==> src/rtl/decode_stage_if.sv <==
`default_nettype none
// +------------------------------------------------------------------------+
// | decode_stage_if : fetch, ID/EX slot and write-back bundle of decode    |
// | Revision: 1.0                                                          |
// +------------------------------------------------------------------------+
interface decode_stage_if #(
  parameter int XLEN = 32
);
  logic            i_if_valid;
  logic            o_if_ready;
  logic [31:0]     i_if_instr;
  logic [XLEN-1:0] i_if_pc;

  logic            o_ex_valid;
  logic            i_ex_ready;
  logic [6:0]      o_ex_opcode;
  logic [2:0]      o_ex_funct3;
  logic [6:0]      o_ex_funct7;
  logic [XLEN-1:0] o_ex_imm;
  logic [XLEN-1:0] o_ex_pc;
  logic [XLEN-1:0] o_ex_rs1_rdata;
  logic [XLEN-1:0] o_ex_rs2_rdata;
  logic [4:0]      o_ex_rd_waddr;
  logic            o_ex_illegal;

  logic            i_flush;
  logic            i_wb_valid;
  logic [4:0]      i_wb_waddr;
  logic [XLEN-1:0] i_wb_wdata;

  logic [4:0]      dbg_rs1_raddr;
  logic [4:0]      dbg_rs2_raddr;
  logic [4:0]      dbg_rd_waddr;

  modport slave (
    input  i_if_valid, i_if_instr, i_if_pc, i_ex_ready, i_flush,
    input  i_wb_valid, i_wb_waddr, i_wb_wdata,
    output o_if_ready, o_ex_valid, o_ex_opcode, o_ex_funct3, o_ex_funct7,
    output o_ex_imm, o_ex_pc, o_ex_rs1_rdata, o_ex_rs2_rdata,
    output o_ex_rd_waddr, o_ex_illegal,
    output dbg_rs1_raddr, dbg_rs2_raddr, dbg_rd_waddr
  );

  modport master (
    output i_if_valid, i_if_instr, i_if_pc, i_ex_ready, i_flush,
    output i_wb_valid, i_wb_waddr, i_wb_wdata,
    input  o_if_ready, o_ex_valid, o_ex_opcode, o_ex_funct3, o_ex_funct7,
    input  o_ex_imm, o_ex_pc, o_ex_rs1_rdata, o_ex_rs2_rdata,
    input  o_ex_rd_waddr, o_ex_illegal,
    input  dbg_rs1_raddr, dbg_rs2_raddr, dbg_rd_waddr
  );
endinterface
`default_nettype wire

==> src/rtl/decode_stage.sv <==
`default_nettype none
// +------------------------------------------------------------------------+
// | decode_stage : RV32I/E decode, register file, load-use scoreboard, ID/EX |
// | Revision: 1.0                                                          |
// +------------------------------------------------------------------------+
module decode_stage #(
  parameter int XLEN  = 32,
  parameter int NREGS = 32
) (
  input  logic          clk,
  input  logic          rst,
  decode_stage_if.slave bus
);

  localparam int         c_AW     = $clog2(NREGS);
  localparam logic [5:0] c_NREGS  = 6'(NREGS);

  localparam logic [6:0] c_OPC_LUI    = 7'b0110111;
  localparam logic [6:0] c_OPC_AUIPC  = 7'b0010111;
  localparam logic [6:0] c_OPC_JAL    = 7'b1101111;
  localparam logic [6:0] c_OPC_JALR   = 7'b1100111;
  localparam logic [6:0] c_OPC_BRANCH = 7'b1100011;
  localparam logic [6:0] c_OPC_LOAD   = 7'b0000011;
  localparam logic [6:0] c_OPC_STORE  = 7'b0100011;
  localparam logic [6:0] c_OPC_OPIMM  = 7'b0010011;
  localparam logic [6:0] c_OPC_OP     = 7'b0110011;
  localparam logic [6:0] c_OPC_MISC   = 7'b0001111;
  localparam logic [6:0] c_OPC_SYSTEM = 7'b1110011;

  // ---------------- field extraction ----------------
  logic [31:0] w_instr;
  logic [6:0]  w_opc;
  logic [4:0]  w_rd;
  logic [4:0]  w_rs1;
  logic [4:0]  w_rs2;

  assign w_instr = bus.i_if_instr;
  assign w_opc   = w_instr[6:0];
  assign w_rd    = w_instr[11:7];
  assign w_rs1   = w_instr[19:15];
  assign w_rs2   = w_instr[24:20];

  assign bus.dbg_rs1_raddr = w_rs1;
  assign bus.dbg_rs2_raddr = w_rs2;
  assign bus.dbg_rd_waddr  = w_rd;

  // ---------------- opcode class and immediate ----------------
  logic        w_known;
  logic        w_rs1_used;
  logic        w_rs2_used;
  logic        w_rd_used;
  logic [31:0] w_imm32;
  logic [XLEN-1:0] w_imm;

  always_comb begin
    w_known    = 1'b1;
    w_rs2_used = 1'b0;
    w_rd_used  = 1'b1;
    w_imm32    = '0;
    case (w_opc)
      c_OPC_LUI, c_OPC_AUIPC: w_imm32 = {w_instr[31:12], 12'b0};
      c_OPC_JAL: w_imm32 = {{11{w_instr[31]}}, w_instr[31], w_instr[19:12],
                            w_instr[20], w_instr[30:21], 1'b0};
      c_OPC_JALR, c_OPC_LOAD, c_OPC_OPIMM, c_OPC_SYSTEM:
        w_imm32 = {{20{w_instr[31]}}, w_instr[31:20]};
      c_OPC_BRANCH: begin
        w_rd_used  = 1'b0;
        w_rs2_used = 1'b1;
        w_imm32    = {{19{w_instr[31]}}, w_instr[31], w_instr[7],
                      w_instr[30:25], w_instr[11:8], 1'b0};
      end
      c_OPC_STORE: begin
        w_rd_used  = 1'b0;
        w_rs2_used = 1'b1;
        w_imm32    = {{20{w_instr[31]}}, w_instr[31:25], w_instr[11:7]};
      end
      c_OPC_OP:   w_rs2_used = 1'b1;
      c_OPC_MISC: w_rs2_used = 1'b0;
      default:    w_known    = 1'b0;
    endcase
  end

  assign w_rs1_used = !((w_opc == c_OPC_LUI) || (w_opc == c_OPC_AUIPC) ||
                        (w_opc == c_OPC_JAL));
  assign w_imm      = XLEN'(signed'(w_imm32));

  // Indices at or above NREGS only matter for the RV32E-sized file.
  logic w_rs1_ok;
  logic w_rs2_ok;
  logic w_rd_ok;
  logic w_illegal;

  assign w_rs1_ok  = {1'b0, w_rs1} < c_NREGS;
  assign w_rs2_ok  = {1'b0, w_rs2} < c_NREGS;
  assign w_rd_ok   = {1'b0, w_rd}  < c_NREGS;
  assign w_illegal = !w_known || (w_rs1_used && !w_rs1_ok) ||
                     (w_rs2_used && !w_rs2_ok) || (w_rd_used && !w_rd_ok);

  // ---------------- register file ----------------
  logic [XLEN-1:0] rf_q [NREGS];
  logic            w_wb_we;
  logic [XLEN-1:0] w_rs1_rdata;
  logic [XLEN-1:0] w_rs2_rdata;

  assign w_wb_we = bus.i_wb_valid && (bus.i_wb_waddr != 5'd0) &&
                   ({1'b0, bus.i_wb_waddr} < c_NREGS);

  always_ff @(posedge clk or posedge rst) begin
    if (rst) begin
      for (int i = 0; i < NREGS; i++) rf_q[i] <= '0;
    end else if (w_wb_we) begin
      rf_q[bus.i_wb_waddr[c_AW-1:0]] <= bus.i_wb_wdata;
    end
  end

  // Same-cycle write-back is forwarded so a stalled consumer can leave on it.
  always_comb begin
    w_rs1_rdata = '0;
    if ((w_rs1 != 5'd0) && w_rs1_ok) begin
      if (w_wb_we && (bus.i_wb_waddr == w_rs1)) w_rs1_rdata = bus.i_wb_wdata;
      else                                      w_rs1_rdata = rf_q[w_rs1[c_AW-1:0]];
    end
  end

  always_comb begin
    w_rs2_rdata = '0;
    if ((w_rs2 != 5'd0) && w_rs2_ok) begin
      if (w_wb_we && (bus.i_wb_waddr == w_rs2)) w_rs2_rdata = bus.i_wb_wdata;
      else                                      w_rs2_rdata = rf_q[w_rs2[c_AW-1:0]];
    end
  end

  // ---------------- ID/EX slot state ----------------
  logic            ex_valid_q;
  logic [6:0]      ex_opcode_q;
  logic [2:0]      ex_funct3_q;
  logic [6:0]      ex_funct7_q;
  logic [XLEN-1:0] ex_imm_q;
  logic [XLEN-1:0] ex_pc_q;
  logic [XLEN-1:0] ex_rs1_q;
  logic [XLEN-1:0] ex_rs2_q;
  logic [4:0]      ex_rd_q;
  logic            ex_illegal_q;

  // ---------------- scoreboard and hazard ----------------
  logic [NREGS-1:0] pend_q;
  logic [NREGS-1:0] pend_d;
  logic             w_slot_load;
  logic             w_slot_rd_ok;
  logic             w_issue;
  logic             w_haz1;
  logic             w_haz2;
  logic             w_hazard;

  assign w_slot_load  = ex_valid_q && (ex_opcode_q == c_OPC_LOAD) && (ex_rd_q != 5'd0);
  assign w_slot_rd_ok = {1'b0, ex_rd_q} < c_NREGS;
  assign w_issue      = ex_valid_q && bus.i_ex_ready;

  assign w_haz1 = w_rs1_used && (
                    (w_rs1_ok && pend_q[w_rs1[c_AW-1:0]] &&
                     !(w_wb_we && (bus.i_wb_waddr == w_rs1))) ||
                    (w_slot_load && (ex_rd_q == w_rs1)));
  assign w_haz2 = w_rs2_used && (
                    (w_rs2_ok && pend_q[w_rs2[c_AW-1:0]] &&
                     !(w_wb_we && (bus.i_wb_waddr == w_rs2))) ||
                    (w_slot_load && (ex_rd_q == w_rs2)));
  assign w_hazard = w_haz1 || w_haz2;

  // Set is applied after clear so an issuing load wins over a same-index write-back.
  always_comb begin
    pend_d = pend_q;
    if (w_wb_we) pend_d[bus.i_wb_waddr[c_AW-1:0]] = 1'b0;
    if (w_issue && w_slot_load && w_slot_rd_ok) pend_d[ex_rd_q[c_AW-1:0]] = 1'b1;
  end

  always_ff @(posedge clk or posedge rst) begin
    if (rst) pend_q <= '0;
    else     pend_q <= pend_d;
  end

  // ---------------- handshake ----------------
  logic w_advance;
  logic w_ready;
  logic w_accept;

  assign w_advance = !ex_valid_q || bus.i_ex_ready;
  assign w_ready   = w_advance && !w_hazard && !bus.i_flush;
  assign w_accept  = bus.i_if_valid && w_ready;

  assign bus.o_if_ready = w_ready;

  always_ff @(posedge clk or posedge rst) begin
    if (rst) begin
      ex_valid_q   <= 1'b0;
      ex_opcode_q  <= '0;
      ex_funct3_q  <= '0;
      ex_funct7_q  <= '0;
      ex_imm_q     <= '0;
      ex_pc_q      <= '0;
      ex_rs1_q     <= '0;
      ex_rs2_q     <= '0;
      ex_rd_q      <= '0;
      ex_illegal_q <= 1'b0;
    end else if (bus.i_flush) begin
      ex_valid_q <= 1'b0;
    end else if (w_accept) begin
      ex_valid_q   <= 1'b1;
      ex_opcode_q  <= w_opc;
      ex_funct3_q  <= w_instr[14:12];
      ex_funct7_q  <= w_instr[31:25];
      ex_imm_q     <= w_imm;
      ex_pc_q      <= bus.i_if_pc;
      ex_rs1_q     <= w_rs1_rdata;
      ex_rs2_q     <= w_rs2_rdata;
      ex_rd_q      <= w_rd;
      ex_illegal_q <= w_illegal;
    end else if (w_advance) begin
      ex_valid_q <= 1'b0;
    end
  end

  assign bus.o_ex_valid     = ex_valid_q;
  assign bus.o_ex_opcode    = ex_opcode_q;
  assign bus.o_ex_funct3    = ex_funct3_q;
  assign bus.o_ex_funct7    = ex_funct7_q;
  assign bus.o_ex_imm       = ex_imm_q;
  assign bus.o_ex_pc        = ex_pc_q;
  assign bus.o_ex_rs1_rdata = ex_rs1_q;
  assign bus.o_ex_rs2_rdata = ex_rs2_q;
  assign bus.o_ex_rd_waddr  = ex_rd_q;
  assign bus.o_ex_illegal   = ex_illegal_q;

endmodule
`default_nettype wire

==> src/flat_wrapper.sv <==
// flat-port wrapper written by rule: the top's interface ports become plain ports
module decode_stage_flat 
#(
  parameter int XLEN  = 32,
  parameter int NREGS = 32
)
  (clk, rst, bus_i_if_valid, bus_i_if_instr, bus_i_if_pc, bus_i_ex_ready, bus_i_flush, bus_i_wb_valid, bus_i_wb_waddr, bus_i_wb_wdata, bus_o_if_ready, bus_o_ex_valid, bus_o_ex_opcode, bus_o_ex_funct3, bus_o_ex_funct7, bus_o_ex_imm, bus_o_ex_pc, bus_o_ex_rs1_rdata, bus_o_ex_rs2_rdata, bus_o_ex_rd_waddr, bus_o_ex_illegal, bus_dbg_rs1_raddr, bus_dbg_rs2_raddr, bus_dbg_rd_waddr);
  decode_stage_if #(.XLEN(XLEN)) bus_i ();
  input  logic clk;
  input  logic rst;
  input wire logic [$bits(bus_i.i_if_valid)-1:0] bus_i_if_valid;
  input wire logic [$bits(bus_i.i_if_instr)-1:0] bus_i_if_instr;
  input wire logic [$bits(bus_i.i_if_pc)-1:0] bus_i_if_pc;
  input wire logic [$bits(bus_i.i_ex_ready)-1:0] bus_i_ex_ready;
  input wire logic [$bits(bus_i.i_flush)-1:0] bus_i_flush;
  input wire logic [$bits(bus_i.i_wb_valid)-1:0] bus_i_wb_valid;
  input wire logic [$bits(bus_i.i_wb_waddr)-1:0] bus_i_wb_waddr;
  input wire logic [$bits(bus_i.i_wb_wdata)-1:0] bus_i_wb_wdata;
  output wire logic [$bits(bus_i.o_if_ready)-1:0] bus_o_if_ready;
  output wire logic [$bits(bus_i.o_ex_valid)-1:0] bus_o_ex_valid;
  output wire logic [$bits(bus_i.o_ex_opcode)-1:0] bus_o_ex_opcode;
  output wire logic [$bits(bus_i.o_ex_funct3)-1:0] bus_o_ex_funct3;
  output wire logic [$bits(bus_i.o_ex_funct7)-1:0] bus_o_ex_funct7;
  output wire logic [$bits(bus_i.o_ex_imm)-1:0] bus_o_ex_imm;
  output wire logic [$bits(bus_i.o_ex_pc)-1:0] bus_o_ex_pc;
  output wire logic [$bits(bus_i.o_ex_rs1_rdata)-1:0] bus_o_ex_rs1_rdata;
  output wire logic [$bits(bus_i.o_ex_rs2_rdata)-1:0] bus_o_ex_rs2_rdata;
  output wire logic [$bits(bus_i.o_ex_rd_waddr)-1:0] bus_o_ex_rd_waddr;
  output wire logic [$bits(bus_i.o_ex_illegal)-1:0] bus_o_ex_illegal;
  output wire logic [$bits(bus_i.dbg_rs1_raddr)-1:0] bus_dbg_rs1_raddr;
  output wire logic [$bits(bus_i.dbg_rs2_raddr)-1:0] bus_dbg_rs2_raddr;
  output wire logic [$bits(bus_i.dbg_rd_waddr)-1:0] bus_dbg_rd_waddr;
  assign bus_i.i_if_valid = bus_i_if_valid;
  assign bus_i.i_if_instr = bus_i_if_instr;
  assign bus_i.i_if_pc = bus_i_if_pc;
  assign bus_i.i_ex_ready = bus_i_ex_ready;
  assign bus_i.i_flush = bus_i_flush;
  assign bus_i.i_wb_valid = bus_i_wb_valid;
  assign bus_i.i_wb_waddr = bus_i_wb_waddr;
  assign bus_i.i_wb_wdata = bus_i_wb_wdata;
  assign bus_o_if_ready = bus_i.o_if_ready;
  assign bus_o_ex_valid = bus_i.o_ex_valid;
  assign bus_o_ex_opcode = bus_i.o_ex_opcode;
  assign bus_o_ex_funct3 = bus_i.o_ex_funct3;
  assign bus_o_ex_funct7 = bus_i.o_ex_funct7;
  assign bus_o_ex_imm = bus_i.o_ex_imm;
  assign bus_o_ex_pc = bus_i.o_ex_pc;
  assign bus_o_ex_rs1_rdata = bus_i.o_ex_rs1_rdata;
  assign bus_o_ex_rs2_rdata = bus_i.o_ex_rs2_rdata;
  assign bus_o_ex_rd_waddr = bus_i.o_ex_rd_waddr;
  assign bus_o_ex_illegal = bus_i.o_ex_illegal;
  assign bus_dbg_rs1_raddr = bus_i.dbg_rs1_raddr;
  assign bus_dbg_rs2_raddr = bus_i.dbg_rs2_raddr;
  assign bus_dbg_rd_waddr = bus_i.dbg_rd_waddr;
  decode_stage #(.XLEN(XLEN), .NREGS(NREGS)) u_core (.clk(clk), .rst(rst), .bus(bus_i));
endmodule
==> config.mk <==
export PLATFORM = sky130hd
export DESIGN_NAME = decode_stage_flat
export DESIGN_NICKNAME = d
export VERILOG_FILES = /design/src/rtl/decode_stage_if.sv /design/src/rtl/decode_stage.sv /design/src/flat_wrapper.sv
export SDC_FILE = /design/constraint.sdc
export NUM_CORES = 2
export LEC_CHECK = 0
export ABC_AREA = 0
export BUFFER_PORTS_ARGS = -buffer_cell sky130_fd_sc_hd__buf_2
export CORE_MARGIN = 3
export CORE_UTILIZATION = 49
export DETAILED_ROUTE_END_ITERATION = 6
export PLACE_DENSITY = 0.66
export SYNTH_ARGS = -nofsm -noshare
export SYNTH_HDL_FRONTEND = slang
export SYNTH_SLANG_ARGS = --single-unit
==> constraint.sdc <==
create_clock -name clk -period 46.9 [get_ports clk]
set_input_delay 7.035 -clock clk [delete_from_list [all_inputs] [get_ports clk]]
set_output_delay 7.035 -clock clk [all_outputs]
set_load 0.01 [all_outputs]
* Word-level counts from Yosys, hierarchy flattened
Cells that the tools add are included.
** Storage, ports and cells
- Output and inout bits :: 168
- Logic and storage cells :: 147
- Input port bits :: 107
- Flip-flop bits (word level) :: 1208
** Operators by class
- Reductions and logical operators :: 42
- Equal/unequal tests :: 16
- Bitwise gates (word level) :: 7
- Multiplexer cells :: 29
- Magnitude comparators :: 10
** Operators by type and width (number)
- $bwmux 1024 :: 1
- $mux 32 :: 11
- $bmux 32 s5 :: 2
- $demux 32 s5 :: 1
- $pmux 32 s5 :: 1
- $and 32x32->32 :: 1
- $not 32->32 :: 1
- $or 32x32->32 :: 1
- $eq 7x7->1 const B :: 4
- $lt 5x6->1 const B :: 4
- $eq 7x6->1 const B :: 3
- $eq 5x5->1 :: 4
- $reduce_bool 5->1 :: 4
- $logic_and 1x1->1 :: 19
- $ge 6x6->1 const B :: 3
- $not 5->6 :: 3
- $eq 7x2->1 const B :: 2
- $eq 7x5->1 const B :: 2
- $reduce_or 11->1 :: 1
- $bmux 1 s5 :: 2
- $demux 1 s5 :: 2
- $ge 5x1->1 const B :: 2
- $mux 1 :: 9
- $eq 7x4->1 const B :: 1
- other kinds (9) :: 20

* Longest topological paths before layout
- Depth in word-level cells :: 14
- Depth in mapped cells :: 11
- Gate-level depth less buffers :: 6

* Worst setup path before layout
Ideal clock, no wire load.
- Path type :: input port to output port
- Start point :: input port bus_i_if_instr[15]
- End point :: output port bus_o_if_ready
- Data required time :: 39.865 ns
- Cell stages on the path :: 7
- Slack :: 31.105 ns
- Arrival time :: 8.760 ns
- Path buffers :: 2
- Cell sequence :: buf_2 > buf_2 > mux4_2 > mux2i_1 > a2bb2oi_1 > a211oi_1 > a211oi_1
** Between the ends
- Longest elaborated chain between the ends :: 10
- Elaborated cells between the ends (all ways) :: 14
- Classes of those cells :: 2 x eq/ne; 2 x mux; 10 x reduce/logical
** RTL lines
- start: declaration :: line flat_wrapper.sv:12 : input wire logic [$bits(bus_i.i_if_instr)-1:0] bus_i_if_instr;
- parallel branches: the longest is 4 deep, another holds $bmux 1 s5
- $logic_or 1x1->1 * :: line decode_stage.sv:161 : !(w_wb_we && (bus.i_wb_waddr == w_rs1))) ||
- $logic_and 1x1->1 * :: line decode_stage.sv:159 : assign w_haz1 = w_rs1_used && (
- $logic_or 1x1->1 * :: line decode_stage.sv:167 : assign w_hazard = w_haz1 || w_haz2;
- $logic_not 1->1 * :: line decode_stage.sv:187 : assign w_ready = w_advance && !w_hazard && !bus.i_flush;
- $logic_and 1x1->1 * (2 in series) :: line decode_stage.sv:187
- end: declaration :: line flat_wrapper.sv:19 : output wire logic [$bits(bus_i.o_if_ready)-1:0] bus_o_if_ready;
Every way passes the cells marked *. The select of a mux whose other input is x is not followed.

* Final worst setup path
- Start point :: input port bus_i_if_instr[20]
- End point :: output port bus_o_if_ready
** Between the ends
- Longest elaborated chain between the ends :: 10
- Elaborated cells between the ends (all ways) :: 14
- Classes of those cells :: 2 x eq/ne; 2 x mux; 10 x reduce/logical
** RTL lines
- parallel branches: the longest is 4 deep, another holds $bmux 1 s5
- $logic_or 1x1->1 * :: line decode_stage.sv:165 : !(w_wb_we && (bus.i_wb_waddr == w_rs2))) ||
- $logic_and 1x1->1 * :: line decode_stage.sv:163 : assign w_haz2 = w_rs2_used && (
- $logic_or 1x1->1 * :: line decode_stage.sv:167
- $logic_not 1->1 * :: line decode_stage.sv:187
- $logic_and 1x1->1 * (2 in series) :: line decode_stage.sv:187
Marks and branches as above.

==> flow_summary.ini <==
[status]
status = complete, no violations

[synth]
synth_area_per_cell_um2 = 15.2
synth_seq_cells = 1208
dominantRegCellSynth = dfrtp_1
syn_area_um2 = 62800
syn-num-nets = 4240
synthCells = 4133
ys_async_sr_fraction_pct = 100
ys_seq_area_share_pct = 48.2
yosys.cell_types.count = 57
synth-edff-count = 0
yosysWarnings = 0

[timing]
max_slew_margin_pct = 21.6
fin_crit_sh_pct = 36.4
clock.fmax_mhz = 58.6
tightest_slew_ns = 1.18
finalSetupTns_ns = 0
finalCriticalPeriod_ns = 17.06
hold_violations = 0
grt_setup_unrepaired = no
setup_viol = 0
clock_skew_ns = 0.0239
finalMaxSlewViolations = 0

[grt]
track_usage_pct = 29.2
grt_max_degree = 175
overflow = 0
antenna_found_initial = 18
grt_pass1_vias = 40500
grt_pass1_wl_mm = 282

[detailed_routing]
final_antenna_net_count = 0
wl_per_cell_um = 32.4
routed_wl_mm = 191
dr.first_iter.drc_count = 4157
drc = 0
via_count = 39600
dr.pass1.iters = 7
viasPerCell = 6.71

[power_and_ir_drop]
p_per_area_nw_per_um2 = 44.0
total_power_mw = 3.07
p_leak_nw = 30.6
power.internal_mw = 2.24
switching_share_pct = 27.1
comb_power_share_pct = 19.8
vdd_drop_max_uv = 37.6
switchingPower_uw = 831
sequentialPowerShare_pct = 44.8
p_clk_share_pct = 35.4

[worst_hold_path]
worstHoldEndpoint = u_core.rf_q[1008]$_DFFE_PP0P_
hold_class = flop to flop
hp-start = u_core.rf_q[1008]$_DFFE_PP0P_
hold_depth = 0

[worst_setup_path]
arrival_ns = 10.02
r2r_end = u_core.bus.o_ex_illegal$_DFFE_PP0P_
worstPathRequired_ns = 39.87
end_kind = output port
cp-start-kind = input port
r2r_slack_ns = 42.80
critPathMaxFanout = 108
rr_worst_depth = 8
worstSetupPathType = input port to output port
worstReg2RegStart = u_core.bus.o_ex_rd_waddr[2]$_DFFE_PP0P_

[placed_design]
post-place-cells = 5655
globalplace.congestion = 0.816
port_buffers = 274
dpl_cell_area_um2 = 65200
dp_hpwl_mm = 99.2

[clocking]
cts.path.max_buffers = 3
root_buffer = clkbuf_16
clock_sinks = 1208
h-tree-depth = 4
cts_inserted_buffers = 137
cts_setup_buffers = 0
cts_tree = built
clk_latency_ns = 0.77
cts_resized = 0
postCtsHoldBufs = 0
clk_pin_slew_worst_paths_ns = 0.06

[die]
die_y_um = 364
pin_count = 275
num_rows = 130
die_w_um = 364
initial_core_util_pct = 49.7
die_area_um2 = 132000
core_region_area_um2 = 126000

[final_layout]
layout-drive-gt1-share_pct = 51.6
layout_commonest_cell = dfrtp_1
synthToLayoutAreaGrowth_pct = 11.0
layout_common_cells = dfrtp_1 (1208), mux2_2 (1050), mux4_2 (536)
design_area_um2 = 69700
final_nets = 4251
fin_util_pct = 55.1
instances_no_fill = 5900

[run]
maxCapViolCount = 0
==> worst max-delay path: stages <==
cell and delay, ns:
buf_8 0.48, buf_12 0.71, mux4_2 0.59, mux2_2 0.27, nand2_1 0.07, nand4_1 0.19, a211oi_1 0.34, buf_2 0.19
==> state kept, by name, summed over array words and instances, names as in the netlist, 3 cells and up <==
name and flops:
u_core.pend_q 32, u_core.bus.o_ex_rs1_rdata 32, u_core.bus.o_ex_funct3 3, u_core.bus.o_ex_rs2_rdata 32, u_core.bus.o_ex_pc 32, u_core.bus.o_ex_opcode 7
u_core.bus.o_ex_rd_waddr 5, u_core.bus.o_ex_imm 32, u_core.bus.o_ex_funct7 7, u_core.rf_q 1024
==> Yosys cell counts, types with 2 or more instances <==
master / n / area share [%]
dfrtp_1: 1208 / 48
inv_1: 30 / 0.18
nand2b_1: 5 / 0.050
xor2_1: 12 / 0.17
and3_1: 4 / 0.040
or2_2: 5 / 0.050
a32o_1: 59 / 0.94
nor3b_1: 3 / 0.036
o21a_1: 2 / 0.024
a22oi_1: 91 / 1.1
or3b_2: 2 / 0.028
xnor2_1: 8 / 0.11
and2_1: 17 / 0.17
mux2_1: 52 / 0.93
a21oi_1: 51 / 0.41
nand3b_1: 13 / 0.16
a211oi_1: 32 / 0.38
nor2_1: 27 / 0.16
nand3_1: 12 / 0.096
nand4_1: 3 / 0.030
mux4_2: 536 / 19
buf_1: 24 / 0.14
clkbuf_1: 333 / 2.0
o21ai_0: 71 / 0.57
mux2i_1: 243 / 3.9
nor2b_1: 20 / 0.20
a22o_1: 4 / 0.056
nor3_1: 4 / 0.032
buf_6: 6 / 0.11
buf_4: 19 / 0.23
nor4b_1: 2 / 0.028
nand2_1: 75 / 0.45
nor4_2: 2 / 0.040
nand4b_1: 2 / 0.028
buf_2: 85 / 0.68
mux2_2: 1050 / 19
==> cells by family (layout without fill, tap and decap cells) <==
family | after synthesis | after routing | synth area share, %
compound gates | 322 | 322 | 3.65
xor+xnor | 20 | 20 | 0.279
buf+inv | 498 | 609 | 3.33
flops | 1208 | 1208 | 48.2
mux | 1881 | 1881 | 42.9
other cells | 0 | 6 | 0
simple gates | 204 | 204 | 1.70
==> final cells by class <==
type / count / area [um2]
inverters: 31 / 126
diodes: 6 / 15.0
clock buffers: 206 / 4130
repair buffers: 339 / 1990
multi-input cells: 2427 / 30700
well taps: 1650 / 2060
clock inverters: 33 / 393
flip-flops and latches: 1208 / 30200
fillers: 10200 / 56700
==> worst max-delay path by stage <==
stage	depth (start not counted)	startpoint	to	slack (ns)
2_1_floorplan	1	rst	u_core.bus.o_ex_funct3[0]$_DFFE_PP0P_	5.83
3_5_place_dp	8	bus_i_if_instr[20]	bus_o_if_ready	29.75
6_report	8	bus_i_if_instr[20]	bus_o_if_ready	29.84
3_3_place_gp	8	bus_i_if_instr[20]	bus_o_if_ready	29.72
5_1_grt	8	bus_i_if_instr[20]	bus_o_if_ready	29.55
4_1_cts	8	bus_i_if_instr[20]	bus_o_if_ready	29.74
==> metrics by stage <==
| step | setup WS (ns) | hold slack, ns |
|---|---|---|
| finish | 29.84 | 0.396 |
| global route | 29.55 | 0.408 |
| CTS | 29.74 | 0.396 |
| detailed placement | 29.75 | 0.383 |
| global placement | 29.72 | 0.377 |
| floorplan | 5.83 | 0.441 |
==> layer usage <==
layer	GRT usage (%)	part of all wire (%)	routed length, um
met5	0	0.0089	17
met4	9.68	3.2	6210
met3	6.84	8.9	17000
met2	43.9	45	87000
met1	42.0	42	81100
==> power groups by stage <==
| stage | registers, mW | logic [mW] | clock network, mW |
|---|---|---|---|
| floorplan | 1.36 | 0.458 | 0 |
| finish | 1.38 | 0.606 | 1.09 |
| detailed placement | 1.39 | 0.607 | 0 |
| CTS | 1.37 | 0.609 | 1.10 |
| global placement | 1.38 | 0.596 | 0 |
| global route | 1.40 | 0.651 | 1.15 |
Note: power is estimated with default switching activity, not from simulation.
